$ cat src/rtl/mem_dump_if.sv
// Bus bundle between the dump engine and its surroundings: control handshake,
// SPRAM read port and UART transmit handshake.
interface mem_dump_if #(
    parameter int ADDR_W = 15,
    parameter int LEN_W  = 16
);
    logic              start;
    logic [ADDR_W-1:0] base_addr;
    logic [LEN_W-1:0]  length;
    logic              hex_mode;
    logic              repeat_en;
    logic              abort;
    logic              busy;
    logic              done;
    logic [ADDR_W-1:0] mem_addr;
    logic              mem_write;
    logic [7:0]        mem_data_out;
    logic              tx_start;
    logic [7:0]        tx_char;
    logic              tx_busy;

    // Engine side.
    modport slave (
        input  start, base_addr, length, hex_mode, repeat_en, abort,
        input  mem_data_out, tx_busy,
        output busy, done, mem_addr, mem_write, tx_start, tx_char
    );

    // Controller / memory / UART side.
    modport master (
        output start, base_addr, length, hex_mode, repeat_en, abort,
        output mem_data_out, tx_busy,
        input  busy, done, mem_addr, mem_write, tx_start, tx_char
    );
endinterface

$ cat src/rtl/mem_dump.sv
// Memory-dump engine: walks a byte range of the SPRAM and streams it to the
// UART as raw bytes or as uppercase hex text with line breaks.
module mem_dump #(
    parameter int ADDR_W     = 15,
    parameter int LEN_W      = 16,
    parameter int LINE_BYTES = 16
) (
    input  logic      clk,
    input  logic      rst,
    mem_dump_if.slave bus
);
    localparam int LINE_W = (LINE_BYTES > 1) ? $clog2(LINE_BYTES) : 1;

    typedef enum logic [2:0] {
        S_IDLE,
        S_ADDR,
        S_READ,
        S_EMIT,
        S_ACK,
        S_DRAIN
    } state_t;

    state_t            r_state;
    logic [ADDR_W-1:0] r_base;
    logic [ADDR_W-1:0] r_addr;
    logic [LEN_W-1:0]  r_len;
    logic [LEN_W-1:0]  r_idx;
    logic              r_hex;
    logic              r_rep;
    logic              r_abort;
    logic [LINE_W-1:0] r_line;
    logic [7:0]        r_byte;
    logic [1:0]        r_ci;
    logic              r_ack_cnt;
    logic              r_busy;
    logic              r_done;
    logic              r_tx_start;
    logic [7:0]        r_tx_char;

    logic              w_more;
    logic              w_eol;
    logic              w_abort;
    logic              w_last_char;
    logic [3:0]        w_nib;
    logic [7:0]        w_char;

    function automatic logic [7:0] hex_ascii(input logic [3:0] n);
        return (n < 4'd10) ? (8'h30 + {4'h0, n}) : (8'h37 + {4'h0, n});
    endfunction

    // Character selection within the current byte; r_ci counts characters:
    // hex = high nibble, low nibble, space or CR, LF.
    always_comb begin
        // NOTE: every always_comb output gets a default first, so no path can infer a latch.
        w_more      = (r_idx + LEN_W'(1)) < r_len;
        w_eol       = !w_more || (r_line == LINE_W'(LINE_BYTES - 1));
        w_abort     = r_abort || bus.abort;
        w_nib       = (r_ci == 2'd0) ? r_byte[7:4] : r_byte[3:0];
        w_char      = r_byte;
        w_last_char = 1'b1;
        if (r_hex) begin
            unique case (r_ci)
                2'd0, 2'd1: w_char = hex_ascii(w_nib);
                2'd2:       w_char = w_eol ? 8'h0D : 8'h20;
                default:    w_char = 8'h0A;
            endcase
            w_last_char = (r_ci == 2'd3) || ((r_ci == 2'd2) && !w_eol);
        end
    end

    // NOTE: sequential state uses non-blocking assignments only, so every
    // register samples the pre-edge values regardless of statement order.
    always_ff @(posedge clk) begin
        if (rst) begin
            r_state    <= S_IDLE;
            r_base     <= '0;
            r_addr     <= '0;
            r_len      <= '0;
            r_idx      <= '0;
            r_hex      <= 1'b0;
            r_rep      <= 1'b0;
            r_abort    <= 1'b0;
            r_line     <= '0;
            r_byte     <= '0;
            r_ci       <= '0;
            r_ack_cnt  <= 1'b0;
            r_busy     <= 1'b0;
            r_done     <= 1'b0;
            r_tx_start <= 1'b0;
            r_tx_char  <= '0;
        end else begin
            r_done     <= 1'b0;
            r_tx_start <= 1'b0;
            if (r_busy && bus.abort)
                r_abort <= 1'b1;

            unique case (r_state)
                S_IDLE: begin
                    r_abort <= 1'b0;
                    if (bus.start) begin
                        r_base <= bus.base_addr;
                        r_len  <= bus.length;
                        r_hex  <= bus.hex_mode;
                        r_rep  <= bus.repeat_en;
                        r_addr <= bus.base_addr;
                        r_idx  <= '0;
                        r_line <= '0;
                        if (bus.length == '0) begin
                            r_done <= 1'b1;
                        end else begin
                            r_busy  <= 1'b1;
                            r_state <= S_ADDR;
                        end
                    end
                end

                S_ADDR: r_state <= S_READ;

                S_READ: begin
                    r_byte <= bus.mem_data_out;
                    r_ci   <= '0;
                    if (w_abort) begin
                        r_done  <= 1'b1;
                        r_busy  <= 1'b0;
                        r_state <= S_IDLE;
                    end else begin
                        r_state <= S_EMIT;
                    end
                end

                S_EMIT: begin
                    if (!bus.tx_busy) begin
                        r_tx_start <= 1'b1;
                        r_tx_char  <= w_char;
                        r_ack_cnt  <= 1'b0;
                        r_state    <= S_ACK;
                    end
                end

                // Bounded wait so a UART that never raises tx_busy cannot hang us.
                S_ACK: begin
                    if (bus.tx_busy || r_ack_cnt)
                        r_state <= S_DRAIN;
                    else
                        r_ack_cnt <= 1'b1;
                end

                S_DRAIN: begin
                    if (!bus.tx_busy) begin
                        if (w_abort) begin
                            r_done  <= 1'b1;
                            r_busy  <= 1'b0;
                            r_state <= S_IDLE;
                        end else if (!w_last_char) begin
                            r_ci    <= r_ci + 2'd1;
                            r_state <= S_EMIT;
                        end else begin
                            r_line <= w_eol ? '0 : r_line + LINE_W'(1);
                            if (w_more) begin
                                r_idx   <= r_idx + LEN_W'(1);
                                r_addr  <= r_addr + ADDR_W'(1);
                                r_state <= S_ADDR;
                            end else if (r_rep) begin
                                r_idx   <= '0;
                                r_addr  <= r_base;
                                r_line  <= '0;
                                r_state <= S_ADDR;
                            end else begin
                                r_done  <= 1'b1;
                                r_busy  <= 1'b0;
                                r_state <= S_IDLE;
                            end
                        end
                    end
                end

                default: r_state <= S_IDLE;
            endcase
        end
    end

    assign bus.busy      = r_busy;
    assign bus.done      = r_done;
    assign bus.mem_addr  = r_addr;
    assign bus.mem_write = 1'b0;
    assign bus.tx_start  = r_tx_start;
    assign bus.tx_char   = r_tx_char;
endmodule

$ cat src/flat_wrapper.sv
// flat-port wrapper written by rule: the top's interface ports become plain ports
module mem_dump_flat 
#(
    parameter int ADDR_W     = 15,
    parameter int LEN_W      = 16,
    parameter int LINE_BYTES = 16
)
  (clk, rst, bus_start, bus_base_addr, bus_length, bus_hex_mode, bus_repeat_en, bus_abort, bus_mem_data_out, bus_tx_busy, bus_busy, bus_done, bus_mem_addr, bus_mem_write, bus_tx_start, bus_tx_char);
  mem_dump_if #(.ADDR_W(ADDR_W), .LEN_W(LEN_W)) bus_i ();
  input  logic clk;
  input  logic rst;
  input wire logic [$bits(bus_i.start)-1:0] bus_start;
  input wire logic [$bits(bus_i.base_addr)-1:0] bus_base_addr;
  input wire logic [$bits(bus_i.length)-1:0] bus_length;
  input wire logic [$bits(bus_i.hex_mode)-1:0] bus_hex_mode;
  input wire logic [$bits(bus_i.repeat_en)-1:0] bus_repeat_en;
  input wire logic [$bits(bus_i.abort)-1:0] bus_abort;
  input wire logic [$bits(bus_i.mem_data_out)-1:0] bus_mem_data_out;
  input wire logic [$bits(bus_i.tx_busy)-1:0] bus_tx_busy;
  output wire logic [$bits(bus_i.busy)-1:0] bus_busy;
  output wire logic [$bits(bus_i.done)-1:0] bus_done;
  output wire logic [$bits(bus_i.mem_addr)-1:0] bus_mem_addr;
  output wire logic [$bits(bus_i.mem_write)-1:0] bus_mem_write;
  output wire logic [$bits(bus_i.tx_start)-1:0] bus_tx_start;
  output wire logic [$bits(bus_i.tx_char)-1:0] bus_tx_char;
  assign bus_i.start = bus_start;
  assign bus_i.base_addr = bus_base_addr;
  assign bus_i.length = bus_length;
  assign bus_i.hex_mode = bus_hex_mode;
  assign bus_i.repeat_en = bus_repeat_en;
  assign bus_i.abort = bus_abort;
  assign bus_i.mem_data_out = bus_mem_data_out;
  assign bus_i.tx_busy = bus_tx_busy;
  assign bus_busy = bus_i.busy;
  assign bus_done = bus_i.done;
  assign bus_mem_addr = bus_i.mem_addr;
  assign bus_mem_write = bus_i.mem_write;
  assign bus_tx_start = bus_i.tx_start;
  assign bus_tx_char = bus_i.tx_char;
  mem_dump #(.ADDR_W(ADDR_W), .LEN_W(LEN_W), .LINE_BYTES(LINE_BYTES)) u_core (.clk(clk), .rst(rst), .bus(bus_i));
endmodule
$ cat config.mk
export PLATFORM = sky130hd
export DESIGN_NAME = mem_dump_flat
export DESIGN_NICKNAME = d
export VERILOG_FILES = /design/src/rtl/mem_dump_if.sv /design/src/rtl/mem_dump.sv /design/src/flat_wrapper.sv
export SDC_FILE = /design/constraint.sdc
export NUM_CORES = 1
export LEC_CHECK = 0
export CAP_MARGIN = 20
export CORE_MARGIN = 1
export CORE_UTILIZATION = 50
export DETAILED_ROUTE_END_ITERATION = 6
export GPL_TIMING_DRIVEN = 0
export HOLD_SLACK_MARGIN = 0.1
export PLACE_DENSITY_LB_ADDON = 0.1
export SETUP_SLACK_MARGIN = 0.02
export SKIP_LAST_GASP = 1
export SLEW_MARGIN = 20
export SYNTH_ARGS = -nofsm -noshare
export SYNTH_HDL_FRONTEND = slang
export SYNTH_SLANG_ARGS = --single-unit
$ cat constraint.sdc
create_clock -name clk -period 4.8 [get_ports clk]
set_clock_uncertainty 0.1 [all_clocks]
set_input_delay 1.2 -clock clk [delete_from_list [all_inputs] [get_ports clk]]
set_output_delay 1.2 -clock clk [all_outputs]
set_load 0.02 [all_outputs]
==> results of run 1 <==
[registers in the layout, indices dropped and copies added (netlist names), 2 cells and up]
signal / count
u_core.r_idx: 16
u_core.r_len: 16
u_core.bus.mem_addr: 15
u_core.r_base: 15
u_core.bus.tx_char: 8
u_core.r_byte: 8
u_core.r_line: 4
u_core.r_state: 3
u_core.r_ci: 2
[repair_timing]
item	4_1_cts	5_1_grt
resized for setup	0	2
endpoints found under the hold margin	0	0
setup buffers	0	0
setup endpoints to repair	0	10
[power by group through the flow]
stage	sequential, W	combinational (W)	clock, W
final	0.000881	0.000434	0.000534
after global routing	0.000888	0.000477	0.000571
after CTS	0.000880	0.000431	0.000539
after detailed placement	0.000897	0.000428	0
after global placement	0.000896	0.000419	0
after floorplan	0.000910	0.000242	0
[layout make-up]
class                   instances  area, um^2
plain buffers                  41         176
clock buffers                  13         159
clock inverters                 1        30.0
fillers                       930        3680
inverters                      29         109
multi-input cells             530        3050
flip-flops and latches         94        1880
well taps                     133         166
repair buffers                 70         701
[layout by cell type (no fill, tap or decap), types with 3 or more instances in the layout]
cell               n
nand2_1          144
dfxtp_1           94
a21oi_1           81
clkdlybuf4s50_1   70
nor2_1            65
clkbuf_1          36
nand3_1           30
inv_1             29
ha_1              23
xnor2_1           19
a211oi_1          18
o21ai_0           16
a221oi_1          16
clkbuf_8          11
a31oi_1           10
nor3_1             9
xor2_1             8
nand4_1            8
or3_1              7
mux2i_1            6
nor4_1             6
or4_1              6
and3_1             5
nand3b_1           4
nand4b_1           4
and2_1             3
and4_1             3
o21a_1             3
buf_4              3
o211ai_1           3
[cell families (layout without fill, tap and decap cells)]
kind of cell / after synthesis / in the layout / synth area share, %
simple gates: 301 / 301 / 25.7
compound gates: 171 / 171 / 21.3
flops: 94 / 94 / 36.0
buf+inv: 70 / 154 / 5.44
xor+xnor: 27 / 27 / 4.53
fa+ha+maj: 23 / 23 / 5.51
mux: 7 / 7 / 1.37
other cells: 1 / 1 / 0.0718
[through the flow]
step	utilization [%]	setup slack, ns	hold WS, ns
detailed placement	61.1	0.287	0.348
global route	63.1	0.0358	0.371
CTS	63.0	0.247	0.360
finish	63.1	0.345	0.360
global placement	61.1	0.374	0.341
floorplan	-	1.13	0.334
[routing by layer]
| metal | global-route usage [%] | part of all wire (%) |
|---|---|---|
| met1 | 36.2 | 43 |
| met2 | 45.3 | 46 |
| met3 | 4.70 | 7.5 |
| met4 | 13.8 | 3.6 |
| met5 | 0 | 0 |
[final timing paths]
check                   start          endpoint  depth (start not counted)
min          u_core.r_len[10]  u_core.r_len[10]                          2
max           u_core.r_idx[2]  u_core.r_idx[11]                         15
max reg2reg   u_core.r_idx[2]  u_core.r_idx[11]                         15
min reg2reg  u_core.r_len[10]  u_core.r_len[10]                          2
[tightest hold or removal path: cells and delay by family, from the launching register on]
family / cells / cell delay [ns]
AOI/OAI and AO/OA: 1 / 0.05
DFF: 1 / 0.32
and+or+nand+nor: 1 / 0.05
==> impl_metrics.csv, run 1 <==
group,metric,value,unit
setup_path,slowest_delay,0.66,ns
timing,rsz0062_at_grt,"false",
synth,synth_most_common_cell,"nand2_1",
pwr,leakage,2.18,nW
clocking,root_buffer,"clkbuf_8",
setup_path,required,4.93,ns
pwr,seqPwrFrac,47.7,%
clocking,clkTransAtPathRegs,0.09,ns
clocking,cts_tree,"built",
route,drt-wirelength-per-cell,16.3,um
synth,yosys-top-cells-area,"dfxtp_1, nand2_1, a21oi_1",
placed_design,placed_cells,897,
timing,fin_crit,4.46,ns
placed_design,io_buffers,70,
synth,ys_warn_count,0,
die,die-area,10900,um^2
layout,diodes,0,
synth,async_reset_ff_share,0,%
die,rows,36,
synth,syn_area_per_cell,7.52,um^2
die,fp.coreArea,9950,um^2
pwr,p_clk_share,28.9,%
route,ant_nets,0,
synth,synthTopCellsByCount,"nand2_1, dfxtp_1, a21oi_1",
synth,synth_area,5220,um^2
global_route,grt.overflow.total,0,
placed_design,gp_congestion,0.920,
pwr,peakVddDrop,0.000140,V
clocking,hold_buffers,0,
setup_path,cp_max_fo,10,
setup_path,reg2reg_slack,0.34,ns
synth,synth_top_area_share,36.0,%
route,drc_errors,0,
synth,seq_area_frac_synth,36.0,%
setup_path,cp_num_buf_inv,2,
die,ios,73,
global_route,grt_max_degree,14,
clocking,clk_latency,0.37,ns
pwr,p_sw,0.000581,W
layout,nets,844,
layout,layout-drive-gt1-share,3.47,%
layout,postLayoutCellArea,6280,um^2
route,viasPerCell,5.88,
placed_design,post-dp-hpwl,10.9,mm
clocking,cts-htree-levels,3,
placed_design,place_area,6090,um^2
timing,max_slew_margin,29.4,%
timing,setup_tns,0,ns
layout,fin_cells,911,
pwr,swShare,31.4,%
timing,worst-slew-pin-transition,1.05,ns
synth,syn_nets,763,
timing,min_period_over_period,92.8,%
route,via_count,5356,
setup_path,path_class,"reg -> reg",
min_path,hp-class,"reg -> reg",
job,cap_violations,0,
layout,area_growth,20.3,%
setup_path,cp-end-kind,"flop",
pwr,internal_power,0.00127,W
synth,ys_seq_elements,94,
timing,hold_viol,0,
run_status,status,"completed",
timing,clock.fmax,0.224,GHz
synth,yosys.area.top_type,"dfxtp_1",
pwr,p_per_area,295,nW/um^2
die,die_w,104,um
die,die_y,104,um
clocking,cts.path.max_buffers,2,
timing,setup_viol,0,
clocking,numCtsBuffers,9,
setup_path,cpLargestDelayFamily,"compound AO/OA/AOI/OAI gates",
route,postRouteWirelength,14.8,mm
route,dr.first_iter.drc_count,307,
die,initial_core_util,52.4,%
timing,slew_viol_final,0,
synth,ys.flop_type,"dfxtp_1",
pwr,pwr-share-comb,23.5,%
setup_path,path_cells,"and3_1 -> and4_1 -> and3_1 -> clkbuf_1 -> nand4_1 -> xnor2_1 -> ha_1 -> a21oi_1 -> o21ai_0 -> a21o_1 -> a2111oi_4 -> o211ai_2 -> clkbuf_1 -> nand2_1 -> a31oi_1",
global_route,track_usage,28.1,%
pwr,power.total,0.00185,W
clocking,numClockSinks,94,
setup_path,cp.arrival,4.59,ns
global_route,grt_pass1_vias,5109,
synth,synth-edff-count,0,
synth,synthDistinctLibCells,54,
route,firstDrtPassIters,6,
global_route,grt_pass1_wl,24.5,mm
synth,postSynthCellCount,694,
setup_path,startpoint_type,"flop",
global_route,antenna_found_initial,0,
setup_path,critPathSlowestCell,"a2111oi_4",
Power figures use the tool's default switching activity.
==> run 2, diff against run 1 <==
--- a/config.mk
+++ b/config.mk
@@ -5,6 +5,7 @@
 export SDC_FILE = /design/constraint.sdc
 export NUM_CORES = 1
 export LEC_CHECK = 0
+export ABC_AREA = 0
 export CAP_MARGIN = 20
 export CORE_MARGIN = 1
 export CORE_UTILIZATION = 50
==> results of run 2 <==
Same layout as run 1: the final DEF is identical, and so are final timing and power.
==> run 3, diff against run 2 <==
--- a/config.mk
+++ b/config.mk
@@ -12,6 +12,7 @@
 export DETAILED_ROUTE_END_ITERATION = 6
 export GPL_TIMING_DRIVEN = 0
 export HOLD_SLACK_MARGIN = 0.1
+export MAX_ROUTING_LAYER = met4
 export PLACE_DENSITY_LB_ADDON = 0.1
 export SETUP_SLACK_MARGIN = 0.02
 export SKIP_LAST_GASP = 1
==> impl_metrics.csv, run 3 (synthesized netlist as in run 1, its figures left out) <==
group,metric,value,unit
timing,setup_tns,0,ns
route,drt-wirelength-per-cell,16.0,um
min_path,hp-start,"u_core.r_base[1]",
layout,layout_commonest_cell,"nand2_1",
clocking,root_buffer,"clkbuf_8",
setup_path,reg2reg_slack,0.34,ns
pwr,power.total,0.00194,W
global_route,grt_max_degree,15,
placed_design,post-dp-hpwl,10.9,mm
route,firstDrtPassIters,5,
global_route,antenna_found_initial,0,
setup_path,required,4.94,ns
timing,hold_viol,0,
global_route,grt.overflow.total,0,
timing,min_period_over_period,92.9,%
timing,worst-slew-pin-transition,1.02,ns
pwr,p_sw,0.000593,W
pwr,internal_power,0.00135,W
die,die_w,104,um
timing,slew_viol_final,0,
setup_path,cp-end-kind,"flop",
clocking,cts-htree-levels,3,
die,ios,73,
route,postRouteWirelength,14.6,mm
layout,utilization,63.5,%
pwr,seqPwrFrac,45.4,%
timing,fin_crit,4.46,ns
timing,rsz0062_at_grt,"false",
die,die-area,10900,um^2
clocking,numCtsBuffers,9,
route,dr.first_iter.drc_count,265,
timing,setup_viol,0,
route,viasPerCell,5.81,
route,via_count,5304,
clocking,clkTransAtPathRegs,0.09,ns
layout,largestRegisters,"u_core.r_idx (16), u_core.r_len (16)",
min_path,hp-class,"reg -> reg",
setup_path,startpoint_type,"flop",
global_route,grt_pass1_vias,4993,
layout,diodes,0,
layout,area_growth,21.0,%
layout,fill_cells,914,
placed_design,gp_congestion,0.937,
die,fp.coreArea,9950,um^2
pwr,swShare,30.5,%
placed_design,io_buffers,70,
clocking,cts.path.max_buffers,2,
setup_path,path_class,"reg -> reg",
setup_path,r2r-end,"u_core.r_idx[0]",
pwr,peakVddDrop,0.000189,V
job,cap_violations,0,
min_path,worstHoldEndpoint,"u_core.r_base[1]",
clocking,cts_tree,"built",
die,die_y,104,um
clocking,clk_latency,0.37,ns
pwr,p_per_area,307,nW/um^2
setup_path,ff2ff_path_depth,15,
layout,multi_input_area,3050,um^2
setup_path,cp.arrival,4.60,ns
setup_path,rr_startpoint,"u_core.r_idx[2]",
global_route,track_usage,28.4,%
min_path,worstHoldPathCells,2,
setup_path,cp_max_fo,10,
timing,clock.fmax,0.224,GHz
pwr,leakage,2.20,nW
layout,nets,844,
run_status,status,"completed",
timing,max_slew_margin,31.6,%
clocking,numClockSinks,94,
layout,most-common-layout-cells,"nand2_1, dfxtp_1, a21oi_1",
layout,layout-drive-gt1-share,3.59,%
die,initial_core_util,52.4,%
layout,ff_latch_area,1880,um^2
route,drc_errors,0,
pwr,p_clk_share,32.4,%
die,rows,36,
global_route,grt_pass1_wl,24.0,mm
clocking,hold_buffers,0,
pwr,pwr-share-comb,22.3,%
route,ant_nets,0,
==> run 3: cell count changes in the layout (fill, tap and decap cells not counted), sizes merged <==
| cell | change |
|---|---|
| clkbuf | -1 |
| bufinv | +2 |
| clkinv | +1 |
==> run 3: worst max path at each step <==
stage / start / end / slack, ns / cells after the start
after floorplan: u_core.r_idx[2] / u_core.r_idx[10] / 1.13 / 14
after global placement: u_core.r_idx[2] / u_core.bus.done / 0.38 / 16
after detailed placement: u_core.r_idx[2] / u_core.bus.mem_addr[8] / 0.33 / 15
after CTS: u_core.r_idx[2] / u_core.bus.mem_addr[8] / 0.30 / 15
after global routing: u_core.r_idx[0] / u_core.r_idx[11] / 0.06 / 15
final: u_core.r_idx[2] / u_core.r_idx[0] / 0.34 / 15
==> run 3: critical path: stages, from the launching register on <==
cell and delay, ns:
dfxtp_1 0.44, and3_1 0.21, and4_1 0.30, and3_1 0.17, clkbuf_1 0.25, nand3_1 0.14, xnor2_1 0.26, ha_1 0.31
a21oi_1 0.15, o21ai_0 0.15, a21o_1 0.25, a2111oi_4 0.66, o211ai_2 0.35, clkbuf_1 0.34, nand3_1 0.16, o31ai_1 0.07
==> run 3: power groups by stage <==
stage                     logic, W  clock network (W)  registers, W
after floorplan           0.000242                  0      0.000910
after global placement    0.000419                  0      0.000896
after detailed placement  0.000427                  0      0.000897
after CTS                 0.000428           0.000631      0.000880
after global routing      0.000471           0.000672      0.000889
final                     0.000432           0.000629      0.000881
==> run 3: layout make-up <==
class                   instances  area share (%)
inverters                      29            1.72
clock inverters                 4            1.50
multi-input cells             530            48.3
plain buffers                  41            2.79
well taps                     133            2.63
repair buffers                 70            11.1
flip-flops and latches         94            29.8
clock buffers                  12            2.14
==> run 3: per-layer routing <==
| metal | up-vias | track usage [%] | part of all wire [%] |
|---|---|---|---|
| li1 | 2590 | - | - |
| met1 | 2476 | 36.1 | 45 |
| met2 | 206 | 45.5 | 47 |
| met3 | 32 | 3.07 | 6.0 |
| met4 | 0 | 12.6 | 2.5 |
| met5 | - | - | 0 |
==> run 3: what timing repair did <==
action	in CTS	in global routing
endpoints found under the setup margin	0	10
setup buffers	0	0
gates resized for setup	0	2
==> run 3: stage by stage <==
stage / area, um^2 / cells / setup slack [ns] / hold slack [ns]
global route: 6320 / 913 / 0.0551 / 0.378
finish: 6320 / 913 / 0.342 / 0.359
global placement: 6090 / 897 / 0.378 / 0.341
detailed placement: 6090 / 897 / 0.328 / 0.347
CTS: 6320 / 913 / 0.296 / 0.360
floorplan: 5220 / 694 / 1.13 / 0.334
